==> src/rtl/i2c_slv_pkg.sv <==
// i2c_slv_pkg: shared definitions for the I2C register-file target.
//  - i2c_slv_st_t : protocol FSM states
//  - I2C_ACK/NACK : SDA level of the acknowledge bit
//  - bus_start/bus_stop : START/STOP detection from previous/current line samples
package i2c_slv_pkg;

    typedef enum logic [3:0] {
        ST_IDLE,
        ST_ADDR,
        ST_ADDR_ACK,
        ST_PTR,
        ST_PTR_ACK,
        ST_WR,
        ST_WR_ACK,
        ST_RD,
        ST_RD_ACK,
        ST_WAIT
    } i2c_slv_st_t;

    localparam logic I2C_ACK  = 1'b0;
    localparam logic I2C_NACK = 1'b1;

    // SDA falls while SCL stays high
    function automatic logic bus_start(input logic scl_p, input logic scl_c,
                                       input logic sda_p, input logic sda_c);
        return scl_p & scl_c & sda_p & ~sda_c;
    endfunction

    // SDA rises while SCL stays high
    function automatic logic bus_stop(input logic scl_p, input logic scl_c,
                                      input logic sda_p, input logic sda_c);
        return scl_p & scl_c & ~sda_p & sda_c;
    endfunction

endpackage

==> src/rtl/i2c_line_filt.sv <==
// i2c_line_filt: 2-flop synchronizer for one I2C line, with an optional
// glitch filter (macro I2C_SLV_GLITCH_FILT_EN). With the filter, the output
// follows the synchronized value only after it has differed from the output
// for FILT_LEN consecutive clocks; shorter pulses are swallowed.
// Ports:
//  clk     in  system clock
//  resetn  in  async active-low reset (line idles high)
//  line_i  in  raw asynchronous line
//  line_o  out synchronized (and optionally filtered) line
module i2c_line_filt #(
    parameter int FILT_LEN = 3
) (
    input  logic clk,
    input  logic resetn,
    input  logic line_i,
    output logic line_o
);

    logic [1:0] sync_q;

    always_ff @(posedge clk or negedge resetn) begin
        if (!resetn) sync_q <= 2'b11;
        else         sync_q <= {sync_q[0], line_i};
    end

`ifdef I2C_SLV_GLITCH_FILT_EN
    localparam int CNT_W = (FILT_LEN < 2) ? 1 : $clog2(FILT_LEN + 1);

    logic [CNT_W-1:0] cnt;
    logic             filt_q;

    always_ff @(posedge clk or negedge resetn) begin
        if (!resetn) begin
            cnt    <= '0;
            filt_q <= 1'b1;
        end else if (sync_q[1] == filt_q) begin
            cnt <= '0;
        end else if (cnt == CNT_W'(FILT_LEN - 1)) begin
            filt_q <= sync_q[1];
            cnt    <= '0;
        end else begin
            cnt <= cnt + 1'b1;
        end
    end

    assign line_o = filt_q;
`else
    assign line_o = sync_q[1];
`endif

endmodule

==> src/rtl/i2c_slv_regs.sv <==
// i2c_slv_regs: I2C target with a DEPTH x 8 register file.
// Header byte (7-bit address + R/W), then for writes a pointer byte followed
// by data bytes; reads stream regs[ptr] onward. The pointer auto-increments
// and wraps at DEPTH; a repeated START keeps it, so write-pointer + Sr + read
// works. SDA is open-drain: sda_oe=1 pulls the line low.
// Optional macro I2C_SLV_GLITCH_FILT_EN adds a FILT_LEN-clk glitch filter on
// both lines (see i2c_line_filt).
// Ports:
//  clk      in  system clock (>= 16x SCL)
//  resetn   in  async active-low reset
//  scl_i    in  SCL line (async)
//  sda_i    in  SDA line (async)
//  sda_oe   out 1 = drive SDA low
//  wr_vld   out 1-clk pulse per register byte written from the bus
//  wr_addr  out register index of that write
//  wr_data  out byte written
//  busy     out high between accepted START and STOP
module i2c_slv_regs
    import i2c_slv_pkg::*;
#(
    parameter logic [6:0] SLV_ADDR = 7'h50,
    parameter int         DEPTH    = 16,
    parameter int         FILT_LEN = 3
) (
    input  logic                     clk,
    input  logic                     resetn,
    input  logic                     scl_i,
    input  logic                     sda_i,
    output logic                     sda_oe,
    output logic                     wr_vld,
    output logic [$clog2(DEPTH)-1:0] wr_addr,
    output logic [7:0]               wr_data,
    output logic                     busy
);

    localparam int ADDR_W = $clog2(DEPTH);

    logic scl_s, sda_s, scl_q, sda_q;
    logic scl_rise, scl_fall, start_det, stop_det;

    i2c_line_filt #(.FILT_LEN(FILT_LEN)) u_scl_filt (
        .clk(clk), .resetn(resetn), .line_i(scl_i), .line_o(scl_s)
    );
    i2c_line_filt #(.FILT_LEN(FILT_LEN)) u_sda_filt (
        .clk(clk), .resetn(resetn), .line_i(sda_i), .line_o(sda_s)
    );

    assign scl_rise  = scl_s & ~scl_q;
    assign scl_fall  = ~scl_s & scl_q;
    assign start_det = bus_start(scl_q, scl_s, sda_q, sda_s);
    assign stop_det  = bus_stop(scl_q, scl_s, sda_q, sda_s);

    i2c_slv_st_t       state;
    logic [7:0]        sh;
    logic [3:0]        bcnt;
    logic [ADDR_W-1:0] ptr;
    // In ACK states: 0 = waiting for the fall that starts the ACK slot,
    // 1 = ACK being driven. In RD_ACK: 1 = master ACKed, reload on next fall.
    logic              phase;
    logic [7:0]        regs [DEPTH];
    logic [7:0]        byte_in;

    assign byte_in = {sh[6:0], sda_s};

    always_ff @(posedge clk or negedge resetn) begin
        if (!resetn) begin
            scl_q   <= 1'b1;
            sda_q   <= 1'b1;
            state   <= ST_IDLE;
            sh      <= '0;
            bcnt    <= '0;
            ptr     <= '0;
            phase   <= 1'b0;
            sda_oe  <= 1'b0;
            wr_vld  <= 1'b0;
            wr_addr <= '0;
            wr_data <= '0;
            busy    <= 1'b0;
            for (int i = 0; i < DEPTH; i++) regs[i] <= '0;
        end else begin
            scl_q  <= scl_s;
            sda_q  <= sda_s;
            wr_vld <= 1'b0;
            if (start_det) begin
                // Any partial byte is dropped; ptr is kept for Sr reads.
                state  <= ST_ADDR;
                busy   <= 1'b1;
                sda_oe <= 1'b0;
                bcnt   <= '0;
                phase  <= 1'b0;
            end else if (stop_det) begin
                state  <= ST_IDLE;
                busy   <= 1'b0;
                sda_oe <= 1'b0;
                bcnt   <= '0;
                phase  <= 1'b0;
            end else begin
                case (state)
                    ST_ADDR, ST_PTR, ST_WR: if (scl_rise) begin
                        sh   <= byte_in;
                        bcnt <= bcnt + 1'b1;
                        if (bcnt == 4'd7) begin
                            bcnt  <= '0;
                            phase <= 1'b0;
                            case (state)
                                ST_ADDR: state <= (byte_in[7:1] == SLV_ADDR && byte_in[7:1] != 7'd0)
                                                  ? ST_ADDR_ACK : ST_WAIT;
                                ST_PTR: begin
                                    ptr   <= byte_in[ADDR_W-1:0];
                                    state <= ST_PTR_ACK;
                                end
                                default: begin
                                    regs[ptr] <= byte_in;
                                    wr_vld    <= 1'b1;
                                    wr_addr   <= ptr;
                                    wr_data   <= byte_in;
                                    ptr       <= ptr + 1'b1;
                                    state     <= ST_WR_ACK;
                                end
                            endcase
                        end
                    end
                    ST_ADDR_ACK, ST_PTR_ACK, ST_WR_ACK: if (scl_fall) begin
                        if (!phase) begin
                            sda_oe <= ~I2C_ACK;
                            phase  <= 1'b1;
                        end else begin
                            phase  <= 1'b0;
                            sda_oe <= 1'b0;
                            if (state == ST_ADDR_ACK && sh[0]) begin
                                // sh still holds the header; bit 0 is R/W
                                sh     <= regs[ptr];
                                sda_oe <= ~regs[ptr][7];
                                state  <= ST_RD;
                            end else begin
                                state <= (state == ST_ADDR_ACK) ? ST_PTR : ST_WR;
                            end
                        end
                    end
                    ST_RD: begin
                        // Master samples on rise; next bit goes out after the fall.
                        if (scl_rise) begin
                            bcnt <= bcnt + 1'b1;
                            sh   <= {sh[6:0], 1'b0};
                        end else if (scl_fall) begin
                            if (bcnt == 4'd8) begin
                                sda_oe <= 1'b0;
                                bcnt   <= '0;
                                phase  <= 1'b0;
                                state  <= ST_RD_ACK;
                            end else begin
                                sda_oe <= ~sh[7];
                            end
                        end
                    end
                    ST_RD_ACK: begin
                        if (scl_rise) begin
                            if (sda_s == I2C_NACK) begin
                                state <= ST_WAIT;
                            end else begin
                                ptr   <= ptr + 1'b1;
                                phase <= 1'b1;
                            end
                        end else if (scl_fall && phase) begin
                            phase  <= 1'b0;
                            sh     <= regs[ptr];
                            sda_oe <= ~regs[ptr][7];
                            state  <= ST_RD;
                        end
                    end
                    default: ;
                endcase
            end
        end
    end

endmodule

==> config.mk <==
export PLATFORM = sky130hd
export DESIGN_NAME = i2c_slv_regs
export DESIGN_NICKNAME = d
export VERILOG_FILES = /design/src/rtl/i2c_slv_pkg.sv /design/src/rtl/i2c_line_filt.sv /design/src/rtl/i2c_slv_regs.sv
export SDC_FILE = /design/constraint.sdc
export NUM_CORES = 1
export LEC_CHECK = 0
export CORE_MARGIN = 4
export CORE_UTILIZATION = 56
export DETAILED_ROUTE_END_ITERATION = 16
export HOLD_SLACK_MARGIN = 0.15
export PLACE_DENSITY = 0.84
export RECOVER_POWER = 50
export SLEW_MARGIN = 20
export SYNTH_ARGS = -nofsm -noshare
export SYNTH_HDL_FRONTEND = slang
export SYNTH_SLANG_ARGS = --single-unit
export TNS_END_PERCENT = 50
==> constraint.sdc <==
create_clock -name clk -period 2.63 [get_ports clk]
set_clock_uncertainty 0.2 [all_clocks]
set_input_delay 0.526 -clock clk [delete_from_list [all_inputs] [get_ports clk]]
set_output_delay 0.526 -clock clk [all_outputs]
set_load 0.05 [all_outputs]
==> PnR_summary.wiki, run 1 <==
{| class="wikitable"
! Metric !! Value
|-
| Worst reg2reg path depth || 7
|-
| Achievable Freq || 387 MHz
|-
| Effective utilization at floorplan || 0.571
|-
| CTS tree || built
|-
| Number of remaining DRC errors || 0
|-
| Leak || 4.33 nW
|-
| Clock Root Buffer || sky130_fd_sc_hd__clkbuf_16
|-
| Flop and latch count out of synthesis || 170
|-
| Buffers on Ports || 18
|-
| Area growth from synthesis to final layout || 13.9%
|-
| Pwr/cell area || 742 nW/um^2
|-
| Maxcap violations || 0
|-
| Biggest area contributors in the synthesized netlist || sky130_fd_sc_hd__dfrtp_1, sky130_fd_sc_hd__mux2_2, sky130_fd_sc_hd__mux4_2
|-
| Number of nets at the end of the flow || 625
|-
| Maximum resistive drop on vdd || 0.525 mV
|-
| Number of buffers on the longest clock path || 2
|-
| Critical Path Source Type || register
|-
| Routed wire length || 18,700 um
|-
| Diodes inserted || 0
|-
| First drt pass iteration count || 4
|-
| Combined buffer and inverter count along the critical path || 1
|-
| Vias post-DR || 5,112
|-
| Clock buffers created by TritonCTS || 17
|-
| Die outline height || 130 um
|-
| Most frequent cells in the layout || sky130_fd_sc_hd__dfrtp_1, sky130_fd_sc_hd__mux2_2, sky130_fd_sc_hd__mux4_2
|-
| Share of post-route cells with drive strength above 1 || 0.434
|-
| Iteration-0 DRC Markers || 621
|-
| Final setup viols || 0
|-
| Hold WC Path Type || register to register
|-
| Cell type contributing the most total cell area after synthesis || sky130_fd_sc_hd__dfrtp_1
|-
| Placed instance count || 774
|-
| Number of nets produced by synthesis || 597
|-
| Layout Cells excl Fill || 809
|-
| Post-synthesis area per instance || 14.2 sq um
|-
| Total Die Area || 16,800 sq um
|-
| Actual transition at the worst max-transition pin || 1.29 ns
|-
| Number of global-route vias before repair || 5,368
|-
| Worst R2R Start || u_scl_filt.sync_q[1]
|-
| Critical Path AT || 2.70 ns
|-
| Critical path's largest stage delay || 0.57 ns
|-
| Capturing instance or port of the critical path || regs[5]
|-
| Wire length of the first global-routing pass || 30,000 um
|-
| Dpl hpwl || 12,400 um
|-
| Proportion of netlist area held by the largest area contributor || 0.495
|-
| Post-layout minimum cycle time || 2.59 ns
|-
| Post-detailed-route via-to-cell ratio || 6.32
|-
| Global-route total usage across every layer || 0.239
|-
| WP data required || 2.74 ns
|-
| Cell type group with the largest total delay on the critical path || simple AND/OR/NAND/NOR gates
|-
| Post-synth EDFFs || 0
|-
| Summed instance area of the synthesized netlist || 8290 sq um
|-
| Post-CTS clock slew at the launch and capture registers of the worst setup and hold paths || 0.06 ns
|-
| Overall overflow remaining after global route || 0
|-
| Number of hold violations in the final report || 0
|-
| Startpoint of the most critical setup path || u_scl_filt.sync_q[1]
|-
| Class of the most critical setup path || register to register
|-
| Highest-delay cell along the critical path || sky130_fd_sc_hd__dfstp_2
|-
| Average wire per standard cell || 23.2 um
|-
| Largest fanout on the critical path || 18
|-
| Final critical-path share of the clock period || 0.983
|-
| Destination of the worst register-to-register timing path || regs[5]
|-
| Number of slew-limit violations in the final report || 0
|-
| Clock latency at the later pin of the worst-skew pair || 0.43 ns
|-
| Crit-path cells || ha_2, nand3b_4, or3_1, nor3_4, buf_12, nand3_4, mux2_4
|-
| Result of the run || completed
|-
| Most frequently used flop master after synthesis || sky130_fd_sc_hd__dfrtp_1
|-
| Area of the core || 14,500 sq um
|-
| Syn Inst Count || 584
|-
| Share of the core filled with cells in the final layout || 0.650
|-
| Number of cell rows || 44
|-
| Distinct cell type count after synthesis || 57
|-
| Maximum number of pins on one net before global-route repair || 55
|-
| RSZ-0062 raised after global routing || true
|-
| R2R setup slack || 0.04 ns
|-
| Leading cell type in the layout, fill and taps excluded || sky130_fd_sc_hd__dfrtp_1
|-
| Part of the Yosys area used for sequential elements || 0.514
|-
| Post-place instance area || 8800 sq um
|-
| Type of destination of the critical path || register
|-
| Number of cells on the critical path || 7
|-
| Number of nets still failing antenna checks after routing || 0
|-
| Deepest level of the CTS H-tree || 4
|-
| Yosys synthesis warning count || 0
|-
| Worst max-slew margin expressed relative to the limit || 0.139
|-
| Number of fill cells in the layout || 1,022
|-
| FFs w/ async S/R, synth || 1.00
|-
| Clk sink count || 170
|-
| Initial antenna violation count || 1
|-
| Total non-filler cell area in the finished layout || 9450 sq um
|-
| RD Place Congestion || 0.887
|-
| Die span in x || 130 um
|-
| I/O pin count || 19
|-
| Setup TNS after final layout || 0 ns
|}
kinds of logic after synthesis:
| kind of cell | share of synthesized area |
|---|---|
| buffers and inverters | 0.0291 |
| DFF | 0.514 |
| xor gates and xnor gates | 0.00211 |
| and+or+nand+nor | 0.0862 |
| AOI/OAI and AO/OA | 0.0492 |
| muxes | 0.306 |
| adders and majority gates | 0.0136 |
final cells by class:
type / instances / area (sq um) / area share
Timing Repair Buffer: 51 / 474 / 0.0502
Clock buffer: 20 / 437 / 0.0462
Multi-Input combinational cell: 363 / 3870 / 0.410
Tap cell: 184 / 230 / 0.0244
Sequential cell: 170 / 4260 / 0.451
Inverter: 9 / 33.8 / 0.00358
Clock inverter: 12 / 138 / 0.0146
worst reg2reg max path, stage by stage (launching register included):
cell and delay [ns]:
sky130_fd_sc_hd__dfstp_2 0.57, sky130_fd_sc_hd__ha_2 0.21, sky130_fd_sc_hd__nand3b_4 0.08, sky130_fd_sc_hd__or3_1 0.38
sky130_fd_sc_hd__nor3_4 0.19, sky130_fd_sc_hd__buf_12 0.25, sky130_fd_sc_hd__nand3_4 0.22, sky130_fd_sc_hd__mux2_4 0.37
layer usage:
layer / wire, um / global-route usage / vias up
li1: - / - / 2223
met5: 20 / 0 / -
met3: 935 / 0.0651 / 38
met1: 8020 / 0.326 / 2701
met2: 9340 / 0.381 / 148
met4: 433 / 0.0697 / 2
report_power, final:
| part | total [mW] | internal (mW) | switching (mW) |
|---|---|---|---|
| Clock | 2.48 | 1.41 | 1.07 |
| Sequential | 2.93 | 2.75 | 0.178 |
| Combinational | 1.60 | 0.608 | 0.994 |
| Total | 7.01 | 4.77 | 2.24 |
what timing repair did:
| action | in CTS | in global routing |
|---|---|---|
| pin swaps | 1 | 2 |
| setup endpoints to repair | 52 | 66 |
| hold endpoints to repair | 40 | 0 |
| buffers inserted | 0 | 2 |
| gates resized for setup | 1 | 11 |
| hold buffers | 1 | 0 |
synth_stat cells, types with 2 or more instances:
master	instances
sky130_fd_sc_hd__nor3_2	2
sky130_fd_sc_hd__mux2i_1	4
sky130_fd_sc_hd__nor3_1	5
sky130_fd_sc_hd__a31oi_1	7
sky130_fd_sc_hd__nand2b_1	7
sky130_fd_sc_hd__o2bb2ai_1	2
sky130_fd_sc_hd__nor3b_1	2
sky130_fd_sc_hd__dfrtp_1	164
sky130_fd_sc_hd__mux2_2	132
sky130_fd_sc_hd__mux4_2	39
sky130_fd_sc_hd__or3_1	3
sky130_fd_sc_hd__nand4b_1	2
sky130_fd_sc_hd__o211ai_1	3
sky130_fd_sc_hd__dfstp_2	6
sky130_fd_sc_hd__o22ai_1	2
sky130_fd_sc_hd__o311ai_0	2
sky130_fd_sc_hd__buf_6	3
sky130_fd_sc_hd__and2_1	5
sky130_fd_sc_hd__nor4_1	2
sky130_fd_sc_hd__mux2_4	8
sky130_fd_sc_hd__nand2_1	23
sky130_fd_sc_hd__clkbuf_1	28
sky130_fd_sc_hd__a32o_1	2
sky130_fd_sc_hd__ha_1	9
sky130_fd_sc_hd__nand3_2	8
sky130_fd_sc_hd__inv_1	9
sky130_fd_sc_hd__nand3_1	2
sky130_fd_sc_hd__a21oi_1	19
sky130_fd_sc_hd__a211oi_1	3
sky130_fd_sc_hd__o21ai_0	11
sky130_fd_sc_hd__buf_2	9
sky130_fd_sc_hd__a211o_1	2
sky130_fd_sc_hd__nand3_4	8
sky130_fd_sc_hd__a22oi_1	2
sky130_fd_sc_hd__nor2b_1	7
sky130_fd_sc_hd__nor2_1	21
per-stage QoR:
| stage | worst slack (ns) | hold slack, ns | power (mW) |
|---|---|---|---|
| floorplan | 0.0133 | 0.0304 | 3.96 |
| global placement | -0.0296 | 0.148 | 4.47 |
| detailed placement | -0.0176 | 0.147 | 4.54 |
| CTS | -0.0168 | 0.161 | 7.01 |
| global route | -0.0434 | 0.162 | 7.30 |
| finish | 0.0446 | 0.160 | 7.01 |
flip-flops by register name, summed over array words and instances, names as in the netlist:
name,cells
u_scl_filt.sync_q,2
sh,8
regs,128
scl_q,1
sda_q,1
bcnt,4
wr_data,8
state,4
u_sda_filt.sync_q,2
wr_vld,1
ptr,4
wr_addr,4
phase,1
sda_oe,1
busy,1
worst min path at each step:
stage | startpoint | to | depth (start not counted) | slack [ns]
5_1_grt | u_sda_filt.sync_q[0] | u_sda_filt.sync_q[1] | 0 | 0.16
3_3_place_gp | u_sda_filt.sync_q[0] | u_sda_filt.sync_q[1] | 0 | 0.15
3_5_place_dp | u_sda_filt.sync_q[0] | u_sda_filt.sync_q[1] | 0 | 0.15
4_1_cts | u_sda_filt.sync_q[0] | u_sda_filt.sync_q[1] | 0 | 0.16
2_1_floorplan | resetn | bcnt[0] | 0 | 0.03
6_report | u_sda_filt.sync_q[0] | u_sda_filt.sync_q[1] | 0 | 0.16
No activity file was read; power rests on OpenSTA's default activity.
==> inputs of run 2 (changes only) <==
--- a/config.mk
+++ b/config.mk
@@ -7,10 +7,12 @@
 export LEC_CHECK = 0
 export CORE_MARGIN = 4
 export CORE_UTILIZATION = 56
+export CTS_CLUSTER_DIAMETER = 60
 export DETAILED_ROUTE_END_ITERATION = 16
 export HOLD_SLACK_MARGIN = 0.15
 export PLACE_DENSITY = 0.84
 export RECOVER_POWER = 50
+export SKIP_LAST_GASP = 1
 export SLEW_MARGIN = 20
 export SYNTH_ARGS = -nofsm -noshare
 export SYNTH_HDL_FRONTEND = slang
==> run 2 against run 1 <==
Compared with the run above:
- the run now ends with setup timing left
- highest routed layer unchanged
- critical endpoint is now regs[26]
- sequential power is essentially flat
- flip-flop and latch count unchanged
- die area did not move
- critical path depth grew 1
- clock-buffer cell count stayed put
- combinational power is essentially flat
- global-route usage unchanged
==> PnR_summary.wiki, run 2 (synthesized netlist as in run 1, its figures left out) <==
{| class="wikitable"
! Metric !! Value
|-
| Number of buffers on the longest clock path || 2 (unchanged)
|-
| Maximum resistive drop on vdd || 0.516 mV (was 0.525 mV)
|-
| RSZ-0062 raised after global routing || true (unchanged)
|-
| Highest-delay cell along the critical path || sky130_fd_sc_hd__dfstp_2 (unchanged)
|-
| Registers with the most flip-flops || regs: 128 flops, sh: 8 flops, wr_data: 8 flops (unchanged)
|-
| Post-CTS clock slew at the launch and capture registers of the worst setup and hold paths || 0.07 ns (was 0.06 ns)
|-
| Area of the core || 14,500 sq um (unchanged)
|-
| Dpl hpwl || 12,400 um (unchanged)
|-
| Deepest level of the CTS H-tree || 4 (unchanged)
|-
| Average wire per standard cell || 23.4 um (was 23.2 um)
|-
| Critical path's largest stage delay || 0.58 ns (was 0.57 ns)
|-
| Worst reg2reg path depth || 8 (was 7)
|-
| Post-layout minimum cycle time || 2.65 ns (was 2.59 ns)
|-
| Number of slew-limit violations in the final report || 0 (unchanged)
|-
| Clock latency at the later pin of the worst-skew pair || 0.43 ns (about the same)
|-
| Number of nets at the end of the flow || 633 (was 625)
|-
| Cell count of the worst hold path || 0 (unchanged)
|-
| Initial antenna violation count || 1 (unchanged)
|-
| Vias post-DR || 5,148 (was 5,112)
|-
| Effective utilization at floorplan || 0.571 (unchanged)
|-
| Maxcap violations || 0 (unchanged)
|-
| Leading cell type in the layout, fill and taps excluded || sky130_fd_sc_hd__dfrtp_1 (unchanged)
|-
| Hold WC Path Type || register to register (unchanged)
|-
| Buffers on Ports || 18 (unchanged)
|-
| Crit-path cells || ha_4, nand3b_4, or3_4, nor3_4, buf_12, buf_4, nand3_4, mux2_1 (was ha_2, nand3b_4, or3_1, nor3_4, buf_12, nand3_4, mux2_4)
|-
| Clock Root Buffer || sky130_fd_sc_hd__clkbuf_16 (unchanged)
|-
| Type of destination of the critical path || register (unchanged)
|-
| Violations in the final reports || setup timing
|-
| Area growth from synthesis to final layout || 15.4% (was 13.9%)
|-
| Result of the run || finished, violations left (was completed)
|-
| Critical Path Source Type || register (unchanged)
|-
| Register bank with the most flops || regs (unchanged)
|-
| Final setup viols || 7 (was 0)
|-
| Die outline height || 130 um (unchanged)
|-
| CTS tree || built (unchanged)
|-
| Achievable Freq || 377 MHz (was 387 MHz)
|-
| Setup ws final || -0.0248 ns (was 0.0446 ns)
|-
| Clk sink count || 170 (unchanged)
|-
| Post-detailed-route via-to-cell ratio || 6.30 (was 6.32)
|-
| Number of global-route vias before repair || 5,372 (was 5,368)
|-
| Share of the core filled with cells in the final layout || 0.659 (was 0.650)
|-
| Largest register FFs || 128 (unchanged)
|-
| Share of post-route cells with drive strength above 1 || 0.442 (was 0.434)
|-
| Most frequent cells in the layout || sky130_fd_sc_hd__dfrtp_1, sky130_fd_sc_hd__mux2_2, sky130_fd_sc_hd__mux4_2 (unchanged)
|-
| Overall overflow remaining after global route || 0 (unchanged)
|-
| Post-Place Worst Slack || -0.0176 ns (unchanged)
|-
| Number of hold violations in the final report || 0 (unchanged)
|-
| Global-route total usage across every layer || 0.239 (unchanged)
|-
| Final critical-path share of the clock period || 1.01 (was 0.983)
|-
| Die span in x || 130 um (unchanged)
|-
| WP data required || 2.75 ns (was 2.74 ns)
|-
| Post-place instance area || 8800 sq um (unchanged)
|-
| Pwr/cell area || 732 nW/um^2 (was 742 nW/um^2)
|-
| Total non-filler cell area in the finished layout || 9570 sq um (was 9450 sq um)
|-
| Actual transition at the worst max-transition pin || 1.34 ns (was 1.29 ns)
|-
| Class of the most critical setup path || register to register (unchanged)
|-
| Final Total Pwr || 7.01 mW (about the same)
|-
| Largest fanout on the critical path || 8 (was 18)
|-
| Maximum number of pins on one net before global-route repair || 55 (unchanged)
|-
| Iteration-0 DRC Markers || 660 (was 621)
|-
| Worst max-slew margin expressed relative to the limit || 0.104 (was 0.139)
|-
| Wire length of the first global-routing pass || 30,000 um (unchanged)
|-
| Clock buffers created by TritonCTS || 17 (unchanged)
|-
| Diodes inserted || 0 (unchanged)
|-
| Number of remaining DRC errors || 0 (unchanged)
|-
| Number of cell rows || 44 (unchanged)
|-
| Number of nets still failing antenna checks after routing || 0 (unchanged)
|-
| Critical Path AT || 2.78 ns (was 2.70 ns)
|-
| Leak || 4.39 nW (was 4.33 nW)
|-
| First drt pass iteration count || 5 (was 4)
|-
| I/O pin count || 19 (unchanged)
|-
| RD Place Congestion || 0.887 (unchanged)
|-
| Total Die Area || 16,800 sq um (unchanged)
|-
| Routed wire length || 19,100 um (was 18,700 um)
|}
## run 2: cell types whose count changed in the layout (fill, tap and decap cells not counted), moves of 2 or more
| cell | delta |
|---|---|
| sky130_fd_sc_hd__mux2_4 | +2 |
| sky130_fd_sc_hd__buf_12 | +3 |
| sky130_fd_sc_hd__mux2_2 | -2 |
| sky130_fd_sc_hd__nand3_2 | +2 |
| sky130_fd_sc_hd__buf_4 | +3 |
| sky130_fd_sc_hd__nand3_4 | -2 |
## run 2: power by group
group	internal [mW]	switching [mW]
clock network	1.41	1.06
logic	0.614	0.993
registers	2.75	0.177
## run 2: layout make-up
class / instances / area (sq um)
flip-flops and latches: 170 / 4260
well taps: 184 / 230
repair buffers: 59 / 593
clock inverters: 12 / 138
inverters: 9 / 33.8
fillers: 997 / 4960
multi-input cells: 363 / 3880
clock buffers: 20 / 437
## run 2: critical path: cells and delay by family (launching register included)
| kind | cells | cell delay, ns |
|---|---|---|
| adders and majority gates | 1 | 0.16 |
| DFF | 1 | 0.58 |
| muxes | 1 | 0.37 |
| buffers and inverters | 2 | 0.33 |
| and+or+nand+nor | 4 | 0.91 |
## run 2: final timing paths
check / from / to / slack, ns
min in group asynchronous: resetn / regs[102] / 0.73
max in group asynchronous: resetn / state[2] / 0.39
max: u_scl_filt.sync_q[1] / regs[26] / -0.02
max reg2reg: u_scl_filt.sync_q[1] / regs[26] / -0.02
min reg2reg: u_sda_filt.sync_q[0] / u_sda_filt.sync_q[1] / 0.16
min: u_sda_filt.sync_q[0] / u_sda_filt.sync_q[1] / 0.16
## run 2: metrics by stage
| step | std cells | hold slack [ns] | TNS [ns] |
|---|---|---|---|
| floorplan | 584 | 0.0304 | 0 |
| global placement | 774 | 0.148 | -0.334 |
| detailed placement | 774 | 0.147 | -0.125 |
| CTS | 807 | 0.161 | -1.51 |
| global route | 817 | 0.162 | -2.53 |
| finish | 817 | 0.161 | -0.0711 |
## run 2: repair_timing
item / CTS / global route
endpoints found under the hold margin: 40 / 0
hold buffers: 1 / 0
pin swaps: 0 / 3
setup buffers: 0 / 9
endpoints found under the setup margin: 52 / 149
gates resized for setup: 1 / 14
gates cloned: 0 / 1
## run 2: metal layers
layer / GRT usage / up-vias / wire [um]
li1: - / 2242 / -
met1: 0.327 / 2711 / 8120
met2: 0.380 / 160 / 9660
met3: 0.0651 / 33 / 967
met4: 0.0697 / 2 / 377
met5: 0 / - / 20
==> inputs of run 3 (changes only) <==
--- a/config.mk
+++ b/config.mk
@@ -5,6 +5,7 @@
 export SDC_FILE = /design/constraint.sdc
 export NUM_CORES = 1
 export LEC_CHECK = 0
+export CAP_MARGIN = 0
 export CORE_MARGIN = 4
 export CORE_UTILIZATION = 56
 export CTS_CLUSTER_DIAMETER = 60
==> results of run 3 <==
No change in the layout: final DEF, timing and power equal those of run 2.
